**src/rtl/seg_scan_driver.sv**
```systemverilog
// seg_scan_driver
//   Drives one time-multiplexed six-digit 7-segment display from the clock's
//   six parallel digit codes. All six codes are captured once per frame so a
//   frame never mixes old and new digits. Each digit slot opens with a short
//   all-dark interval that suppresses ghosting. The whole display flashes
//   while the alarm flag is high.
//
// Parameters
//   CLOCKS_PER_DIGIT  clocks per digit slot (>= 2)
//   BLANK_CLOCKS      dark clocks at the start of each slot (1 .. CLOCKS_PER_DIGIT-1)
//   BLINK_BITS        frame counter width; with alarm high the display is dark
//                     while the counter MSB is 1
//
// Ports
//   clk          system clock
//   reset_n      asynchronous active-low reset
//   seg_hh..sl   six digit codes, hh = leftmost digit
//   alarm        alarm ringing flag (clk domain)
//   seg_out      shared segment bus, active-high
//   dp           separator dot, lit on digits 1 and 3
//   digit_sel    one-hot digit enable, bit0 = hh .. bit5 = sl
//   frame_start  high during the first clock of every frame

module seg_scan_driver #(
  parameter int CLOCKS_PER_DIGIT = 4,
  parameter int BLANK_CLOCKS     = 1,
  parameter int BLINK_BITS       = 2
) (
  input  logic       clk,
  input  logic       reset_n,
  input  logic [6:0] seg_hh,
  input  logic [6:0] seg_hl,
  input  logic [6:0] seg_mh,
  input  logic [6:0] seg_ml,
  input  logic [6:0] seg_sh,
  input  logic [6:0] seg_sl,
  input  logic       alarm,
  output logic [6:0] seg_out,
  output logic       dp,
  output logic [5:0] digit_sel,
  output logic       frame_start
);

  localparam int CW = $clog2(CLOCKS_PER_DIGIT);

  logic [CW-1:0]         cnt, cnt_next;
  logic [2:0]            idx, idx_next;
  logic [BLINK_BITS-1:0] frame_cnt, frame_next;
  logic                  running;
  logic [6:0]            snap [6];
  logic [6:0]            snap_next [6];
  logic [6:0]            codes_in [6];
  logic                  capture;
  logic                  lit_next;
  logic [6:0]            seg_next;
  logic                  dp_next;
  logic [5:0]            sel_next;
  logic                  fs_next;

  assign codes_in[0] = seg_hh;
  assign codes_in[1] = seg_hl;
  assign codes_in[2] = seg_mh;
  assign codes_in[3] = seg_ml;
  assign codes_in[4] = seg_sh;
  assign codes_in[5] = seg_sl;

  // The slot (0,0) is where the next frame's digits are captured.
  assign capture = (cnt == '0) && (idx == 3'd0);

  // Scan position advance. The clock after reset release does not advance:
  // it re-enters slot (0,0) as a genuine frame start, so the first frame
  // after reset is full length and is flagged by frame_start.
  always_comb begin
    cnt_next   = cnt;
    idx_next   = idx;
    frame_next = frame_cnt;
    if (!running) begin
      cnt_next = '0;
      idx_next = 3'd0;
    end else if (cnt == CW'(CLOCKS_PER_DIGIT - 1)) begin
      cnt_next = '0;
      if (idx == 3'd5) begin
        idx_next   = 3'd0;
        frame_next = frame_cnt + 1'b1;
      end else begin
        idx_next = idx + 3'd1;
      end
    end else begin
      cnt_next = cnt + 1'b1;
    end
  end

  // The snapshot is taken at the end of the capture slot. Outputs are fed
  // from the post-edge snapshot so the first lit clock of digit 0 already
  // sees the freshly captured code when BLANK_CLOCKS is 1.
  always_comb begin
    for (int i = 0; i < 6; i++) begin
      snap_next[i] = capture ? codes_in[i] : snap[i];
    end
  end

  // Outputs are derived from the next scan position so that the registered
  // outputs line up with the position held in the same cycle.
  always_comb begin
    lit_next = (cnt_next >= CW'(BLANK_CLOCKS)) &&
               !(alarm && frame_next[BLINK_BITS-1]);
    seg_next = 7'd0;
    dp_next  = 1'b0;
    sel_next = 6'd0;
    if (lit_next) begin
      seg_next = snap_next[idx_next];
      dp_next  = (idx_next == 3'd1) || (idx_next == 3'd3);
      sel_next = 6'd1 << idx_next;
    end
    fs_next = (cnt_next == '0) && (idx_next == 3'd0);
  end

  // State and output registers.
  always_ff @(posedge clk or negedge reset_n) begin
    if (!reset_n) begin
      cnt         <= '0;
      idx         <= 3'd0;
      frame_cnt   <= '0;
      running     <= 1'b0;
      for (int i = 0; i < 6; i++) begin
        snap[i] <= 7'd0;
      end
      seg_out     <= 7'd0;
      dp          <= 1'b0;
      digit_sel   <= 6'd0;
      frame_start <= 1'b0;
    end else begin
      cnt         <= cnt_next;
      idx         <= idx_next;
      frame_cnt   <= frame_next;
      running     <= 1'b1;
      for (int i = 0; i < 6; i++) begin
        snap[i] <= snap_next[i];
      end
      seg_out     <= seg_next;
      dp          <= dp_next;
      digit_sel   <= sel_next;
      frame_start <= fs_next;
    end
  end

endmodule
```
**config.mk**
```make
export PLATFORM = sky130hd
export DESIGN_NAME = seg_scan_driver
export DESIGN_NICKNAME = d
export VERILOG_FILES = /design/src/rtl/seg_scan_driver.sv
export SDC_FILE = /design/constraint.sdc
export NUM_CORES = 1
export LEC_CHECK = 0
export BUFFER_PORTS_ARGS = -buffer_cell sky130_fd_sc_hd__buf_4
export CORE_MARGIN = 1
export CORE_UTILIZATION = 34
export DETAILED_ROUTE_END_ITERATION = 7
export PLACE_DENSITY = 0.55
export SLEW_MARGIN = 20
export SYNTH_ARGS = -nofsm -noshare
export SYNTH_HDL_FRONTEND = slang
export SYNTH_SLANG_ARGS = --single-unit
```
**constraint.sdc**
```tcl
create_clock -name clk -period 3.5 [get_ports clk]
set_input_delay 0.175 -clock clk [delete_from_list [all_inputs] [get_ports clk]]
set_output_delay 0.175 -clock clk [all_outputs]
set_load 0.005 [all_outputs]
```
=== Word-level counts from Yosys, hierarchy flattened ===
Index checks and enable logic that the tools add are counted.

* Flip-flop bits (word level): 65
* Latch bits: 0
* RAM bits: 0
* Memory bits (read-only): 0
* Bits of input ports: 45
* Output and inout port bits: 15
* Word-level logic and storage cells: 57
* Memories: 0

* $add $sub $neg: 3
* $mul: 0
* Div/mod/pow operators: 0
* $lt $le $gt $ge: 2
* Equal/unequal tests: 4
* Shift operators: 1
* Muxes and demuxes: 20
* Bitwise operators: 1
* Reductions and logical operators: 11

{| class="wikitable"
|+ Operator list
! cell !! number
|-
| $mux 7 || 9
|-
| $bmux 7 s3 || 1
|-
| $mux 2 || 5
|-
| $mux 3 || 3
|-
| $logic_not 3->1 || 2
|-
| $mux 6 || 1
|-
| $shl 1x3->6 const A || 1
|-
| $add 2x1->2 const B || 2
|-
| $ge 4x4->1 const B || 1
|-
| $logic_and 1x1->1 || 4
|-
| $logic_not 2->1 || 2
|-
| $not 3->4 || 1
|-
| $add 3x1->3 const B || 1
|-
| $eq 3x1->1 const B || 1
|-
| $eq 3x2->1 const B || 1
|-
| $eq 3x3->1 const B || 1
|-
| $reduce_and 3->1 || 1
|-
| $eq 2x2->1 const B || 1
|-
| $ge 2x1->1 const B || 1
|-
| $logic_not 1->1 || 1
|-
| $logic_or 1x1->1 || 1
|-
| $mux 1 || 1
|}

=== Depth between registers and ports, before layout ===
Gate-level depths: netlist (run 1).

* Depth in word-level cells: 9
* Gate-level depth with buffers: 8
* Gate-level depth less buffers: 7

=== Worst setup path after synthesis (run 1) ===
No wires, ideal clock.

* Path type: register to register
* Start point: reg cnt[0]
* End point: reg seg_out[3]
* Setup time: 119 ps
* Arrival: 1,849 ps
* Data required time: 3,381 ps
* Slack: 1,531 ps
* Stages on the path, launching flop included: 9
* Buffers on the path: 1
* Clock period less this slack: 1,969 ps
* Cells stage by stage: dfrtp_1 inv_1 ha_1 nor4b_4 buf_4 mux2_2 o22ai_1 nor3_1 o21ba_2

{| class="wikitable"
|+ RTL lines
! element !! line !! RTL
|-
| start, declared || 46 || <nowiki>logic [CW-1:0] cnt, cnt_next;</nowiki>
|-
| start signal, assigned || 133 || <nowiki>cnt <= cnt_next;</nowiki>
|-
| end signal, assigned || 140 || <nowiki>seg_out <= seg_next;</nowiki>
|-
| end, declared || 38 || <nowiki>output logic [6:0] seg_out,</nowiki>
|}

==> results of run 1 <==
==> logic make-up after synthesis <==
family | after synthesis | share of synthesized area
buffers and inverters | 15 | 0.0275
AO/OA/AOI/OAI | 34 | 0.0825
flip-flops | 65 | 0.596
XOR/XNOR | 3 | 0.00962
adder cells (fa/ha/maj) | 2 | 0.00916
other | 1 | 0.00137
multiplexers | 42 | 0.175
AND/OR/NAND/NOR | 50 | 0.0999
==> worst min-delay path by stage <==
stage / from / to / slack (ns) / cells after the start
after global placement: reset_n / snap[21]$_DFF_PN0_ / 0.33 / 1
final: seg_ml[2] / snap[16]$_DFF_PN0_ / 0.06 / 2
after global routing: seg_ml[2] / snap[16]$_DFF_PN0_ / 0.06 / 2
after detailed placement: reset_n / snap[21]$_DFF_PN0_ / 0.32 / 1
after floorplan: reset_n / cnt[0]$_DFF_PN0_ / -0.12 / 0
after CTS: seg_ml[3] / snap[17]$_DFF_PN0_ / 0.05 / 2
==> sequential cells by signal, indices dropped and copies added (netlist names) <==
name / cells
running: 1
frame_cnt: 2
snap: 42
idx: 3
dp: 1
frame_start: 1
digit_sel: 6
seg_out: 7
cnt: 2
==> per-layer routing <==
| metal | vias up | global-route usage | part of all wire |
|---|---|---|---|
| li1 | 875 | - | - |
| met1 | 929 | 0.203 | 0.47 |
| met2 | 46 | 0.222 | 0.46 |
| met3 | 14 | 0.0514 | 0.044 |
| met4 | 0 | 0.0675 | 0.027 |
| met5 | - | 0 | 0 |
==> cell usage in the layout, fill, tap and decap left out, types with 4 or more instances in the layout <==
cell and n:
nor3_1 12, dfrtp_1 65, a21oi_1 8, o21ba_2 6
mux2_2 41, o22ai_1 14, clkbuf_8 11, nand2_1 17
buf_4 62, and2_1 4
==> power by group through the flow <==
stage,logic [mW],clock network (mW),registers (mW)
detailed placement,0.341,0,0.915
floorplan,0.228,0,0.902
global route,0.371,0.624,0.911
CTS,0.342,0.590,0.900
finish,0.336,0.574,0.898
global placement,0.337,0,0.912
==> timing repair <==
action                    in CTS  in global routing
resized for setup              0                  0
hold buffers                   1                  0
hold endpoints to repair      65                  0
==> final cells by class <==
| cell class | count | share of cell area |
|---|---|---|
| clock inverters | 5 | 0.00870 |
| multi-input cells | 132 | 0.298 |
| well taps | 102 | 0.0370 |
| repair buffers | 63 | 0.138 |
| clock buffers | 11 | 0.0439 |
| inverters | 3 | 0.00326 |
| flip-flops and latches | 65 | 0.471 |
==> metrics by stage <==
step                std cells  worst slack [ns]
finish                    381              1.26
global route              381              1.08
CTS                       381              1.27
detailed placement        364              1.27
global placement          364              1.31
floorplan                 212              1.53
==> worst max-delay path, cell delays in order (launching register included) <==
cell	delay (ns)
dfrtp_1	0.39
inv_1	0.08
ha_1	0.16
nor4b_4	0.20
buf_4	0.39
mux2_2	0.40
o22ai_1	0.17
nor3_1	0.10
o21ba_2	0.24
==> flow_metrics.env, run 1 <==
export IMPL_netlist_area_um2=2730
export IMPL_combPwrFrac=0.186
export IMPL_cts_sinks=65
export IMPL_fill_cells=729
export IMPL_fin_worst_skew_ns=0.0134
export IMPL_fp_coreArea_um2=7770
export IMPL_die_w_um=91.6
export IMPL_start_util=0.352
export IMPL_p_sw_frac=0.256
export IMPL_cts_htree_levels=3
export IMPL_register_area_um2=1630
export IMPL_internal_power_mw=1.35
export IMPL_netlist_instances=212
export IMPL_setup_tns_ns=0
export IMPL_portBuffers=59
export IMPL_arrival_ns=2.47
export IMPL_ant_nets=0
export IMPL_required_ns=3.73
export IMPL_async_flop_share=1.00
export IMPL_antenna_found_initial=0
export IMPL_drc=0
export IMPL_hold_ws_ns=0.0628
export IMPL_grt_pass1_wl_um=9390
export IMPL_clock_path_buffers=2
export IMPL_finalWeightedCongestion=0.842
export IMPL_rr_endpoint="seg_out[0]$_DFF_PN0_"
export IMPL_reg2regPathDepth=8
export IMPL_layout_drive_gt1_share=0.455
export IMPL_ys_warn_count=0
export IMPL_hold_violations=0
export IMPL_clock_latency_ns=0.34
export IMPL_synth_cell_type_count=32
export IMPL_pwr_share_clk=0.317
export IMPL_grt_pass1_vias=1819
export IMPL_slew_headroom=0.466
export IMPL_dieArea_um2=8400
export IMPL_gr_total_overflow=0
export IMPL_leakage_nw=1.57
export IMPL_path_max_fanout=28
export IMPL_cp_startpoint="cnt[0]$_DFF_PN0_"
export IMPL_cts_setup_buffers=0
export IMPL_fin_nets=321
export IMPL_r2r_slack_ns=1.26
export IMPL_viasPerCell=4.89
export IMPL_vias=1864
export IMPL_ys_dominant_reg_cell="dfrtp_1"
export IMPL_diodes=0
export IMPL_hp_class="primary input to flop"
export IMPL_synth_most_common_cell="dfrtp_1"
export IMPL_drtIter0Drc=48
export IMPL_p_total_mw=1.81
export IMPL_wl_um=5890
export IMPL_vdd_drop_max_mv=0.213
export IMPL_cap_violations=0
export IMPL_worst_pin_slew_ns=0.802
export IMPL_cts_root_buf="clkbuf_8"
export IMPL_final_util=0.444
export IMPL_io_pins=60
export IMPL_switchingPower_mw=0.464
export IMPL_status="completed"
export IMPL_firstDrtPassIters=4
export IMPL_power_density_nw_per_um2=524
export IMPL_fin_area_um2=3450
export IMPL_min_period_ns=2.24
export IMPL_syn_to_final_growth_pct=26.4
export IMPL_cts_clk_slew_worst_paths_ns=0.08
export IMPL_pwr_share_seq=0.497
export IMPL_synth_top_area_share=0.596
export IMPL_yosysSeqAreaShare=0.596
export IMPL_dp_hpwl_um=4040
export IMPL_ys_top_cells_by_count="dfrtp_1 (65), mux2_2 (41), nand2_1 (17), o22ai_1 (14), nor3_1 (12)"
export IMPL_numCtsBuffers=9
export IMPL_synth_largest_area_cell="dfrtp_1"
export IMPL_place_area_um2=3260
export IMPL_fp_dieH_um=91.6
export IMPL_reg2reg_from="cnt[0]$_DFF_PN0_"
export IMPL_critPathKind="flop to flop"
export IMPL_ys_ff_latch=65
export IMPL_synth_area_top_cells="dfrtp_1 (60%), mux2_2 (17%), o22ai_1 (3.2%), nand2_1 (2.3%), nor3_1 (2.2%)"
export IMPL_wl_per_cell_um=15.5
export IMPL_cp_end_kind="flop"
export IMPL_grtUsageTotal=0.152
export IMPL_setup_viol=0
export IMPL_grt_max_degree=66
export IMPL_multiInputGateArea_um2=1030
export IMPL_rows=32
export IMPL_grt_setup_unrepaired="false"
export IMPL_max_freq_mhz=446
export IMPL_syn_mean_instance_area_um2=12.9
export IMPL_crit_path_end="seg_out[0]$_DFF_PN0_"
export IMPL_slew_violations=0
export IMPL_synth_edf_count=0
export IMPL_synth_fp_nets=259
export IMPL_tritoncts="done"
export IMPL_timing_final_crit_share=0.641
export IMPL_crit_path_start_kind="flop"
Power figures use the tool's default switching activity.
==> inputs of run 2 (changes only) <==
- clock period: 3.5 -> 2.1 ns (I/O delays scaled with it)
==> run 2 against run 1 <==
Fmax up 9.5%. Clock skew is 0.0049 ns lower. Hold slack got worse by 0.046 ns.
==> flow_metrics.env, run 2 (synthesis results as in run 1) <==
export IMPL_cts_root_buf="clkbuf_8"
export IMPL_required_ns=2.33
export IMPL_numCtsBuffers=9
export IMPL_arrival_ns=2.28
export IMPL_vdd_drop_max_mv=0.315
export IMPL_io_pins=60
export IMPL_cp_startpoint="cnt[0]$_DFF_PN0_"
export IMPL_grt_max_degree=66
export IMPL_max_freq_mhz=488
export IMPL_slew_headroom=0.442
export IMPL_grt_pass1_vias=1838
export IMPL_firstDrtPassIters=4
export IMPL_largest_register_ffs=42
export IMPL_grtUsageTotal=0.149
export IMPL_worstPathCellList="inv_2, ha_4, nor4b_4, buf_6, buf_12, mux2_2, o22ai_1, nor3_1, o21ba_2"
export IMPL_status="completed"
export IMPL_setup_tns_ns=0
export IMPL_wl_um=6360
export IMPL_multiInputGateArea_um2=1090
export IMPL_fp_coreArea_um2=7770
export IMPL_r2r_slack_ns=0.05
export IMPL_wl_per_cell_um=15.6
export IMPL_critPathKind="flop to flop"
export IMPL_leakage_nw=1.74
export IMPL_largestRegisters="snap x42, seg_out x7, digit_sel x6"
export IMPL_slowest_stage="dfrtp_1"
export IMPL_ant_nets=0
export IMPL_timing_final_crit_share=0.976
export IMPL_slew_violations=0
export IMPL_worst_pin_slew_ns=0.837
export IMPL_die_w_um=91.6
export IMPL_fin_worst_skew_ns=0.00849
export IMPL_clock_latency_ns=0.34
export IMPL_layout_commonest_cell="buf_4"
export IMPL_reg2regPathDepth=9
export IMPL_cap_violations=0
export IMPL_fin_ws_ns=0.0502
export IMPL_hold_violations=0
export IMPL_drtIter0Drc=69
export IMPL_tritoncts="done"
export IMPL_max_stage_delay_ns=0.41
export IMPL_fin_area_um2=3820
export IMPL_antenna_found_initial=0
export IMPL_vias=1972
export IMPL_diodes=0
export IMPL_grt_setup_unrepaired="true"
export IMPL_power_density_nw_per_um2=869
export IMPL_fin_nets=347
export IMPL_hp_class="primary input to flop"
export IMPL_crit_path_end="seg_out[1]$_DFF_PN0_"
export IMPL_fill_cells=714
export IMPL_dp_slack_ns=-0.0522
export IMPL_finalWeightedCongestion=0.796
export IMPL_syn_to_final_growth_pct=39.9
export IMPL_cts_clk_slew_worst_paths_ns=0.07
export IMPL_fp_dieH_um=91.6
export IMPL_top_register="snap"
export IMPL_reg2reg_from="cnt[0]$_DFF_PN0_"
export IMPL_drc=0
export IMPL_crit_path_start_kind="flop"
export IMPL_min_period_ns=2.05
export IMPL_gr_total_overflow=0
export IMPL_grt_pass1_wl_um=9320
export IMPL_final_util=0.492
export IMPL_dp_hpwl_um=4100
export IMPL_portBuffers=59
export IMPL_viasPerCell=4.85
export IMPL_clock_path_buffers=2
export IMPL_cts_sinks=65
export IMPL_place_area_um2=3370
export IMPL_rr_endpoint="seg_out[1]$_DFF_PN0_"
export IMPL_start_util=0.352
export IMPL_register_area_um2=1630
export IMPL_setup_viol=0
export IMPL_rows=32
export IMPL_path_max_fanout=7
export IMPL_layout_common_cells="buf_4 (76), dfrtp_1 (65), mux2_2 (39), nand2_1 (17), clkbuf_8 (12)"
export IMPL_cp_end_kind="flop"
export IMPL_min_path_cells=2
export IMPL_cts_htree_levels=3
export IMPL_dieArea_um2=8400
export IMPL_layout_drive_gt1_share=0.521
-- run 2: cell type report --
type / count / area share
clock buffer: 12 / 0.0432
timing repair buffer: 89 / 0.195
tap: 102 / 0.0334
inverter: 3 / 0.00295
clock inverter: 4 / 0.0131
sequential: 65 / 0.426
multi-input combinational: 132 / 0.286
-- run 2: through the flow --
step           hold WS (ns)  power, mW  instances
2_1_floorplan        -0.191       1.88        212
3_3_place_gp          0.261       2.11        377
3_5_place_dp          0.256       2.11        377
4_1_cts             0.00503       3.26        400
5_1_grt            0.000663       3.48        407
6_report             0.0166       3.32        407
-- run 2: worst min path at each step --
stage / startpoint / end / slack (ns)
final: seg_ml[2] / snap[16]$_DFF_PN0_ / 0.02
after global routing: seg_sh[3] / snap[10]$_DFF_PN0_ / 0.0007
after CTS: seg_ml[2] / snap[16]$_DFF_PN0_ / 0.005
after detailed placement: reset_n / snap[21]$_DFF_PN0_ / 0.26
after global placement: reset_n / snap[21]$_DFF_PN0_ / 0.26
after floorplan: reset_n / cnt[0]$_DFF_PN0_ / -0.19
-- run 2: per-layer routing --
metal  vias up  GRT usage  routed length (µm)
met5         -          0                   0
met4         0     0.0595                 101
met3         8     0.0464                 276
met2        50      0.229                3140
met1       991      0.195                2840
li1        923          -                   -
-- run 2: what timing repair did --
action	in CTS	in global routing
gates cloned	0	2
endpoints found under the setup margin	2	8
resized for setup	3	16
endpoints found under the hold margin	71	0
pin swaps	0	3
setup buffers	0	5
hold buffers	7	0
-- run 2: worst max-delay path, delay by kind of cell, from the launching register on --
family	cells	cell delay, ns
compound gates	2	0.38
fa+ha+maj	1	0.13
buf+inv	3	0.40
flops	1	0.41
mux	1	0.34
simple gates	2	0.28
-- run 2: power breakdown --
group / switching [mW] / leakage (nW) / total [mW] / internal, mW
combinational: 0.286 / 0.844 / 0.698 / 0.412
clock: 0.481 / 0.105 / 1.12 / 0.643
sequential: 0.0595 / 0.795 / 1.50 / 1.44
total: 0.827 / 1.74 / 3.32 / 2.49
